===== src/rtl/ps_interrupt_controller.sv =====
// Prioritised 4-source interrupt controller for the 8-bit-PC program sequencer.
// Latches requests, arbitrates by fixed priority (bit 0 highest), forces a
// vectored jump, saves the return address and restores it on rti.
module ps_interrupt_controller #(
    parameter logic [3:0] VEC_BASE  = 4'hC,
    parameter bit         EDGE_MODE = 1'b1
) (
    input  logic       clk,
    input  logic       sync_reset,
    input  logic [3:0] irq,
    input  logic       hold,
    input  logic [7:0] pm_addr_in,
    input  logic       ie_set,
    input  logic       ie_clr,
    input  logic       mask_wr,
    input  logic [3:0] mask_data,
    input  logic       rti,
    output logic       int_jmp,
    output logic [3:0] int_vec,
    output logic       ret_jmp,
    output logic [7:0] ret_addr,
    output logic       in_isr,
    output logic [1:0] active_id,
    output logic [3:0] pending
);

    typedef enum logic [1:0] {StIdle, StEnter, StIsr, StReturn} state_e;

    state_e     state_q;
    logic       ie_q;
    logic [3:0] mask_q;
    logic [3:0] pending_q;
    logic [3:0] irq_d_q;
    logic [7:0] ret_addr_q;
    logic [1:0] active_id_q;

    logic [3:0] req_set;
    logic [3:0] eligible;
    logic [3:0] ack;
    logic [1:0] winner;
    logic       enter_go;
    logic       return_go;

    // Request capture, eligibility and acknowledge of the source being entered.
    always_comb begin
        req_set   = EDGE_MODE ? (irq & ~irq_d_q) : irq;
        eligible  = pending_q & mask_q;
        enter_go  = (state_q == StEnter) && !hold;
        return_go = (state_q == StReturn) && !hold;
        ack       = enter_go ? (4'b0001 << active_id_q) : 4'b0000;
    end

    // Fixed priority: lowest set index wins.
    always_comb begin
        winner = 2'd0;
        for (int i = 3; i >= 0; i--) begin
            if (eligible[i]) winner = 2'(i);
        end
    end

    // Sequencer-steering state machine plus enable, mask and pending state.
    always_ff @(posedge clk) begin
        if (sync_reset) begin
            state_q     <= StIdle;
            ie_q        <= 1'b0;
            mask_q      <= 4'h0;
            pending_q   <= 4'h0;
            irq_d_q     <= 4'h0;
            ret_addr_q  <= 8'h00;
            active_id_q <= 2'd0;
        end else begin
            irq_d_q   <= irq;
            // A fresh request on the acknowledge cycle survives (set wins).
            pending_q <= (pending_q & ~ack) | req_set;
            if (mask_wr) mask_q <= mask_data;
            if (ie_clr) begin
                ie_q <= 1'b0;
            end else if (ie_set) begin
                ie_q <= 1'b1;
            end
            // State-driven ie updates below override the instruction updates.
            unique case (state_q)
                StIdle: begin
                    if (ie_q && (eligible != 4'h0)) begin
                        state_q     <= StEnter;
                        active_id_q <= winner;
                    end
                end
                StEnter: begin
                    if (!hold) begin
                        ret_addr_q <= pm_addr_in;
                        ie_q       <= 1'b0;
                        state_q    <= StIsr;
                    end
                end
                StIsr: begin
                    if (rti) state_q <= StReturn;
                end
                StReturn: begin
                    if (!hold) begin
                        ie_q    <= 1'b1;
                        state_q <= StIdle;
                    end
                end
                default: state_q <= StIdle;
            endcase
        end
    end

    // Redirect strobes are qualified by hold so no jump issues during a stall.
    always_comb begin
        int_jmp   = enter_go;
        ret_jmp   = return_go;
        int_vec   = (state_q == StEnter) ? (VEC_BASE + {2'b00, active_id_q}) : 4'h0;
        in_isr    = (state_q == StIsr) || (state_q == StReturn);
        ret_addr  = ret_addr_q;
        active_id = active_id_q;
        pending   = pending_q;
    end

    // The highest vector nibble must not wrap past 4'hF.
    always_ff @(posedge clk) begin
        assert ({1'b0, VEC_BASE} + 5'd3 <= 5'd15)
            else $error("VEC_BASE too large: vector table would wrap");
    end

endmodule


===== config.mk =====
export PLATFORM = sky130hd
export DESIGN_NAME = ps_interrupt_controller
export DESIGN_NICKNAME = d
export VERILOG_FILES = /design/src/rtl/ps_interrupt_controller.sv
export SDC_FILE = /design/constraint.sdc
export NUM_CORES = 1
export LEC_CHECK = 0
export ABC_AREA = 1
export ABC_CLOCK_PERIOD_IN_PS = 1850
export CAP_MARGIN = 40
export CORE_UTILIZATION = 31
export CTS_CLUSTER_DIAMETER = 30
export CTS_CLUSTER_SIZE = 8
export DETAILED_ROUTE_END_ITERATION = 16
export GPL_ROUTABILITY_DRIVEN = 0
export HOLD_SLACK_MARGIN = 0.03
export PLACE_DENSITY = 0.61
export RECOVER_POWER = 100
export SLEW_MARGIN = 20
export SYNTH_ARGS = -nofsm -noshare
export SYNTH_HDL_FRONTEND = slang
export SYNTH_SLANG_ARGS = --single-unit

===== constraint.sdc =====
create_clock -name clk -period 1.85 [get_ports clk]
set_input_delay 0.185 -clock clk [delete_from_list [all_inputs] [get_ports clk]]
set_output_delay 0.185 -clock clk [all_outputs]
set_load 0.005 [all_outputs]

After elaboration in Yosys (flattened, before gate mapping)
Cells that the tools add are included.

word-level totals
  register bits = 25
  word-level logic and storage cells = 49
  input bits = 23
  output and inout bits = 21

cells by class
  shift-type cells = 1
  muxes and demuxes = 16
  add/sub/neg operators = 1
  reduce and logical (&&, ||, !) cells = 10
  eq/ne operators = 7
  bitwise gates (word level) = 7

operators by type and width
  cell                 number
  $mux 2               8
  $and 4x4->4          3
  $mux 4               2
  $ne 2x2->1 const B   4
  $not 4->4            2
  $pmux 2 s4           1
  $add 3x3->4 const A  1
  $eq 2x2->1 const B   2
  $mux 1               4
  $or 4x4->4           1
  $reduce_and 2->1     2
  $reduce_and 4->1     1
  $reduce_bool 4->1    1
  $shl 1x2->4 const A  1
  $logic_and 1x1->1    3
  $eq 2x1->1 const B   1
  $logic_not 2->1      1
  $pmux 1 s2           1
  $logic_not 1->1      1
  $logic_or 1x1->1     1
  $not 1->1            1

Longest topological paths before layout
Gate-level depths: netlist of run 1.

  depth after elaboration = 6
  mapped depth = 7
  mapped depth without buffers = 7

Worst setup path after synthesis of run 1
No wires, ideal clock.

  kind = reg2reg
  start = register state_q[1]
  end = register pending_q[0], in the netlist pending[0]
  cell stages (with the launch flop) = 6
  required time = 1.724 ns
  buffers on the path = 0
  setup time = 0.126 ns
  data arrival time = 1.031 ns
  clock period less this slack = 1.157 ns
  path slack = 0.693 ns
  cell sequence = dfxtp_1 -> inv_1 -> ha_1 -> nand2_4 -> o31ai_1 -> o22ai_1

between the ends
  cells in the longest elaborated chain, start to end = 6

ends and longest elaborated chain
  item                      RTL line  text
  start: declaration        29        state_e state_q;
  start signal: assignment  64        state_q <= StIdle;
  start signal: assignment  85        state_q <= StEnter;
  start signal: assignment  93        state_q <= StIsr;
  $eq 2x1->1                48        enter_go = (state_q == StEnter) && !hold;
  $logic_and 1x1->1         48
  $mux 4                    50        ack = enter_go ? (4'b0001 << active_id_q) : 4'b0000;
  $not 4->4                 74        pending_q <= (pending_q & ~ack) | req_set;
  $and 4x4->4               74
  $or 4x4->4                74
  end signal: assignment    74
  end: declaration          32        logic [3:0] pending_q;

Every way passes these cells.
A chain may end at the register's enable or synchronous reset.

Worst setup path in the final report of run 1
  start = register state_q[1]
  end = output int_vec[1]

between the ends
  cells in the longest elaborated chain, start to end = 2

ends and longest elaborated chain
  item              RTL line  text
  $eq 2x1->1        114       int_vec = (state_q == StEnter) ? (VEC_BASE + {2'b00, active_id_q}) : 4'h0;
  $mux 4            114
  end: declaration  19        output logic [3:0] int_vec,

Every way passes these cells.

==> results.json, run 1 <==
{
  "path_class": "flip-flop to output port",
  "cp_cell_sequence": "inv_2, ha_4, nand2_1, inv_1, clkdlybuf4s50_1",
  "fin_nets": 212,
  "synth_edf_count": 0,
  "ys_warn_count": 0,
  "synth_nets": 163,
  "wl_met1_mm": 1.186,
  "cp_slowest_stage_delay_ns": 0.49,
  "highest_layer": "met4",
  "hold_ws_ns": 0.4188,
  "clock_sinks": 25,
  "slew_headroom": 0.6699,
  "grtUsageTotal": 0.1525,
  "start_kind": "flip-flop",
  "cp-end-kind": "output port",
  "vias": 1028,
  "yosys_register_bits": 25,
  "ys_seq_area_frac": 0.4739,
  "crit_family": "buffers and inverters",
  "final_common_cell": "clkdlybuf4s50_1",
  "die_w_um": 60.37,
  "fp.dieH_um": 60.37,
  "antenna_cells": 0,
  "cp_max_fo": 4,
  "arrival_ns": 1.59,
  "initial_core_util": 0.3349,
  "fin_total_pwr_mw": 1.534,
  "die_area_um2": 3644,
  "ir_worst_vdd_v": 0.0005825,
  "grt_max_degree": 20,
  "cp.buffers_inverters": 3,
  "dp_cells": 223,
  "core_um2": 3153,
  "setup-tns-final_ns": 0,
  "vias_per_cell": 4.509,
  "rsz0062_at_grt": "no",
  "fin_cells": 228,
  "setup_viol": 0,
  "power_density_nw_per_um2": 947.3,
  "first_iter_violations": 40,
  "hold_path_class": "input port to flip-flop",
  "preCtsSetupSlack_ns": 0.1967,
  "fmax_ghz": 0.5645,
  "grt_pass1_vias": 1000,
  "multi_input_area_um2": 493.0,
  "slowest_stage": "clkdlybuf4s50_1",
  "root_buffer": "clkbuf_4",
  "overflow": 0,
  "antenna_found_initial": 0,
  "routedWlPerCell_um": 11.39,
  "run_status": "finished clean",
  "tightestPinTransition_ns": 0.4947,
  "critical_path_depth": 5,
  "finalClockSkew_ns": 0.004096,
  "worstPathRequired_ns": 1.66,
  "fin_area_um2": 1619,
  "io_buffers": 43,
  "synthCells": 136,
  "worst_r2r_path_depth": 5,
  "final_util": 0.5135,
  "drv_cap": 0,
  "p_leak_nw": 0.7161,
  "final.setup.worst_slack_ns": 0.07864,
  "ys_types": 22,
  "fill_cells": 326,
  "clockBufferDepth": 2,
  "clk_pin_slew_ns": 0.12,
  "fin_crit_sh": 0.9575,
  "ctsHtreeMaxLevel": 1,
  "drt_wl_total_mm": 2.597,
  "ioPinCount": 44,
  "grt_pass1_wl_mm": 4.188,
  "drtPass1Iterations": 6,
  "hold_buffers": 0,
  "clk_latency_ns": 0.31,
  "cts_tree": "built",
  "seq_area_um2": 508.0,
  "syn-cell-area_um2": 1056,
  "drv_slew": 0,
  "dp_hpwl_mm": 1.986,
  "met3_length_um": 205,
  "fin_crit_ns": 1.771,
  "antenna_left": 0,
  "hold_viol": 0,
  "ys_async_sr_fraction": 0,
  "syn_avg_cell_area_um2": 7.765,
  "cts_buffers": 3,
  "dr_wl_met2_mm": 1.196,
  "min_path_cells": 3,
  "placed_area_um2": 1544,
  "mostFrequentLayoutCells": "clkdlybuf4s50_1 (40), nor2_1 (28), dfxtp_1 (23)",
  "drive_gt1_frac": 0.1250,
  "rows": 20,
  "ys.flop_type": "dfxtp_1",
  "drcViolationCount": 0,
  "area_growth_pct": 53.32
}
## timing repair
item | CTS | global route
pin swaps | 0 | 0
setup buffers | 0 | 1
endpoints found under the setup margin | 3 | 4
gates resized for setup | 5 | 9
## synth_stat cells, types with 2 or more instances
cell type / count / area share
nor2_1: 28 / 0.10
dfxtp_1: 25 / 0.47
nand2_1: 21 / 0.075
inv_1: 16 / 0.057
o21ai_0: 11 / 0.052
ha_1: 4 / 0.047
nand3_1: 4 / 0.019
o22ai_1: 4 / 0.024
o31ai_1: 4 / 0.028
a21oi_1: 3 / 0.014
nand2_2: 3 / 0.018
inv_2: 2 / 0.0071
o21ai_2: 2 / 0.017
## flip-flops by register name, summed over array words and instances (netlist names)
name       cells
active_id      2
ie_q           1
irq_d_q        4
mask_q         4
pending        4
ret_addr       8
state_q        2
## final cells by class
| type | count | area share |
|---|---|---|
| flip-flops and latches | 25 | 0.3138 |
| well taps | 44 | 0.03400 |
| multi-input cells | 90 | 0.3045 |
| clock buffers | 4 | 0.01623 |
| inverters | 19 | 0.04869 |
| repair buffers | 46 | 0.2828 |
## metal layers
metal,track usage,vias up
met5,0,-
met4,0.01993,0
met3,0.05117,2
met2,0.2653,38
met1,0.1871,460
li1,-,528
## power by group
part | total, mW | internal (mW) | switching, mW
Clock | 0.231 | 0.0841 | 0.147
Combinational | 0.615 | 0.325 | 0.290
Sequential | 0.687 | 0.624 | 0.0632
Total | 1.53 | 1.03 | 0.500
## final timing paths
kind,startpoint,endpoint,slack (ns)
setup / recovery,state_q[1],int_vec[1],0.08
hold / removal,irq[0],irq_d_q[0],0.42
setup reg to reg,state_q[1],pending[0],0.69
hold reg to reg,irq_d_q[2],pending[2],0.44
## worst register-to-register path, delay by kind of cell (launching register included)
| family | cells | cell delay [ns] |
|---|---|---|
| flops | 1 | 0.38 |
| compound gates | 2 | 0.32 |
| fa+ha+maj | 1 | 0.19 |
| simple gates | 1 | 0.09 |
| buf+inv | 1 | 0.08 |
## cells by family (layout without fill, tap and decap cells)
logic type,Yosys count,after routing,synth area share
buffers and inverters,21,69,0.08413
adders and majority gates,4,4,0.04740
and+or+nand+nor,58,58,0.2322
DFF,25,25,0.4739
AOI/OAI and AO/OA,28,28,0.1623
Power figures use the tool's default switching activity.
==> run 2: changes to the inputs <==
Settings changed: CORE_MARGIN set to 5.
==> run 2 against run 1 <==
  * Routed wire length up 11%
  * Cell area down 1.0%
  * Final cell count up 1.3%
  * Critical path depth unchanged
  * Non-clock buffer count up 1
  * Clock skew up 0.0025 ns
  * Die area up 28%
  * Clock power up 6%
  * Register-to-register slack worse by 0.23 ns
  * Sequential power down 0.7%
  * Clock-buffer cell count down 1
  * Largest cell class unchanged
  * Largest power group unchanged
==> results.json, run 2 (same netlist as run 1, synthesis figures left out) <==
{
  "mostFrequentLayoutCells": "clkdlybuf4s50_1 (42), nor2_1 (28), dfxtp_1 (23)",
  "vias": 1039,
  "clk_pin_slew_ns": 0.14,
  "highest_layer": "met4",
  "clock_sinks": 25,
  "dr_wl_met2_mm": 1.274,
  "antenna_found_initial": 0,
  "drive_gt1_frac": 0.1189,
  "grtUsageTotal": 0.1284,
  "run_status": "finished clean",
  "grt_pass1_vias": 1013,
  "ioPinCount": 44,
  "final_common_cell": "clkdlybuf4s50_1",
  "cts_tree": "built",
  "initial_core_util": 0.3190,
  "antenna_cells": 0,
  "p_clk_frac": 0.160,
  "grt_pass1_wl_mm": 4.485,
  "power.switching_mw": 0.5185,
  "power_density_nw_per_um2": 960.3,
  "cts_buffers": 3,
  "arrival_ns": 1.60,
  "routedWlPerCell_um": 12.45,
  "tightestPinTransition_ns": 0.5193,
  "finalClockSkew_ns": 0.006638,
  "worstPathRequired_ns": 1.66,
  "cp-end-kind": "output port",
  "rows": 21,
  "clockBufferDepth": 2,
  "dp_hpwl_mm": 2.193,
  "ir_worst_vdd_v": 0.0005137,
  "fin_crit_ns": 1.783,
  "drtPass1Iterations": 4,
  "first_iter_violations": 60,
  "p_leak_nw": 0.6879,
  "drt_wl_total_mm": 2.875,
  "ctsHtreeMaxLevel": 1,
  "hold_path_class": "input port to flip-flop",
  "fin_crit_sh": 0.9639,
  "drcViolationCount": 0,
  "fill_cells": 361,
  "die_area_um2": 4674,
  "hold_buffers": 0,
  "area_growth_pct": 51.78,
  "cp_max_fo": 10,
  "slew_headroom": 0.6534,
  "grt_max_degree": 20,
  "setup_viol": 0,
  "overflow": 0,
  "antenna_left": 0,
  "drv_slew": 0,
  "setup-tns-final_ns": 0,
  "wl_met1_mm": 1.338,
  "netSwitchingFraction": 0.3369,
  "path_class": "flip-flop to output port",
  "largest_reg_flops": 8,
  "hold_viol": 0,
  "fmax_ghz": 0.5608,
  "drv_cap": 0,
  "die_w_um": 68.37,
  "met3_length_um": 241,
  "root_buffer": "clkbuf_4",
  "fp.dieH_um": 68.37,
  "fin_nets": 213,
  "start_kind": "flip-flop",
  "vias_per_cell": 4.498,
  "hold_ws_ns": 0.4072,
  "p_int_mw": 1.021,
  "io_buffers": 43,
  "combPwrFrac": 0.397,
  "core_um2": 3311,
  "clk_latency_ns": 0.32,
  "seqPwrFrac": 0.443,
  "rsz0062_at_grt": "yes"
}
==> run 2: worst max-delay path, stage by stage, from the launching register on <==
cell             delay, ns
dfxtp_2               0.37
inv_2                 0.08
ha_4                  0.17
nand2_4               0.10
inv_6                 0.06
clkdlybuf4s50_1       0.49
==> run 2: final timing paths <==
kind              start    endpoint  slack [ns]  cells past startpoint
min reg2reg  irq_d_q[2]  pending[2]        0.44                      1
max          state_q[1]     int_jmp        0.07                      5
max reg2reg  state_q[1]        ie_q        0.46                      8
min              irq[2]  irq_d_q[2]        0.41                      3
==> run 2: per-stage QoR <==
| step | worst slack (ns) | cells | power [mW] | utilization | instance area, um^2 |
|---|---|---|---|---|---|
| 2_1_floorplan | 0.6927 | 136 | 0.9861 | - | 1056 |
| 3_3_place_gp | 0.2205 | 225 | 1.242 | 0.4671 | 1546 |
| 3_5_place_dp | 0.1886 | 225 | 1.254 | 0.4671 | 1546 |
| 4_1_cts | 0.02428 | 231 | 1.546 | 0.4845 | 1604 |
| 5_1_grt | -0.0003967 | 231 | 1.645 | 0.4841 | 1603 |
| 6_report | 0.06677 | 231 | 1.539 | 0.4841 | 1603 |
==> run 2: layout make-up <==
type / count / area (um^2) / share of cell area
timing repair buffer: 47 / 456.7 / 0.2849
tap: 46 / 57.56 / 0.03591
multi-input combinational: 90 / 479.2 / 0.2990
clock inverter: 1 / 5.005 / 0.003123
clock buffer: 3 / 22.52 / 0.01405
inverter: 19 / 76.32 / 0.04762
sequential: 25 / 505.5 / 0.3154
==> run 2: timing repair <==
item,4_1_cts,5_1_grt
resized for setup,4,3
setup endpoints to repair,3,4
pin swaps,0,1
buffers inserted,2,0
==> run 2: power by group through the flow <==
stage / logic, mW / clock network, mW / registers, mW
after floorplan: 0.313 / 0 / 0.673
after global placement: 0.565 / 0 / 0.678
after detailed placement: 0.573 / 0 / 0.682
after CTS: 0.615 / 0.252 / 0.678
after global routing: 0.682 / 0.267 / 0.696
final: 0.611 / 0.246 / 0.682
==> run 2: per-layer routing <==
metal  up-vias  global-route usage
li1        531                   -
met1       465              0.1581
met2        41              0.2106
met3         2             0.03448
met4         0             0.05211
met5         -                   0
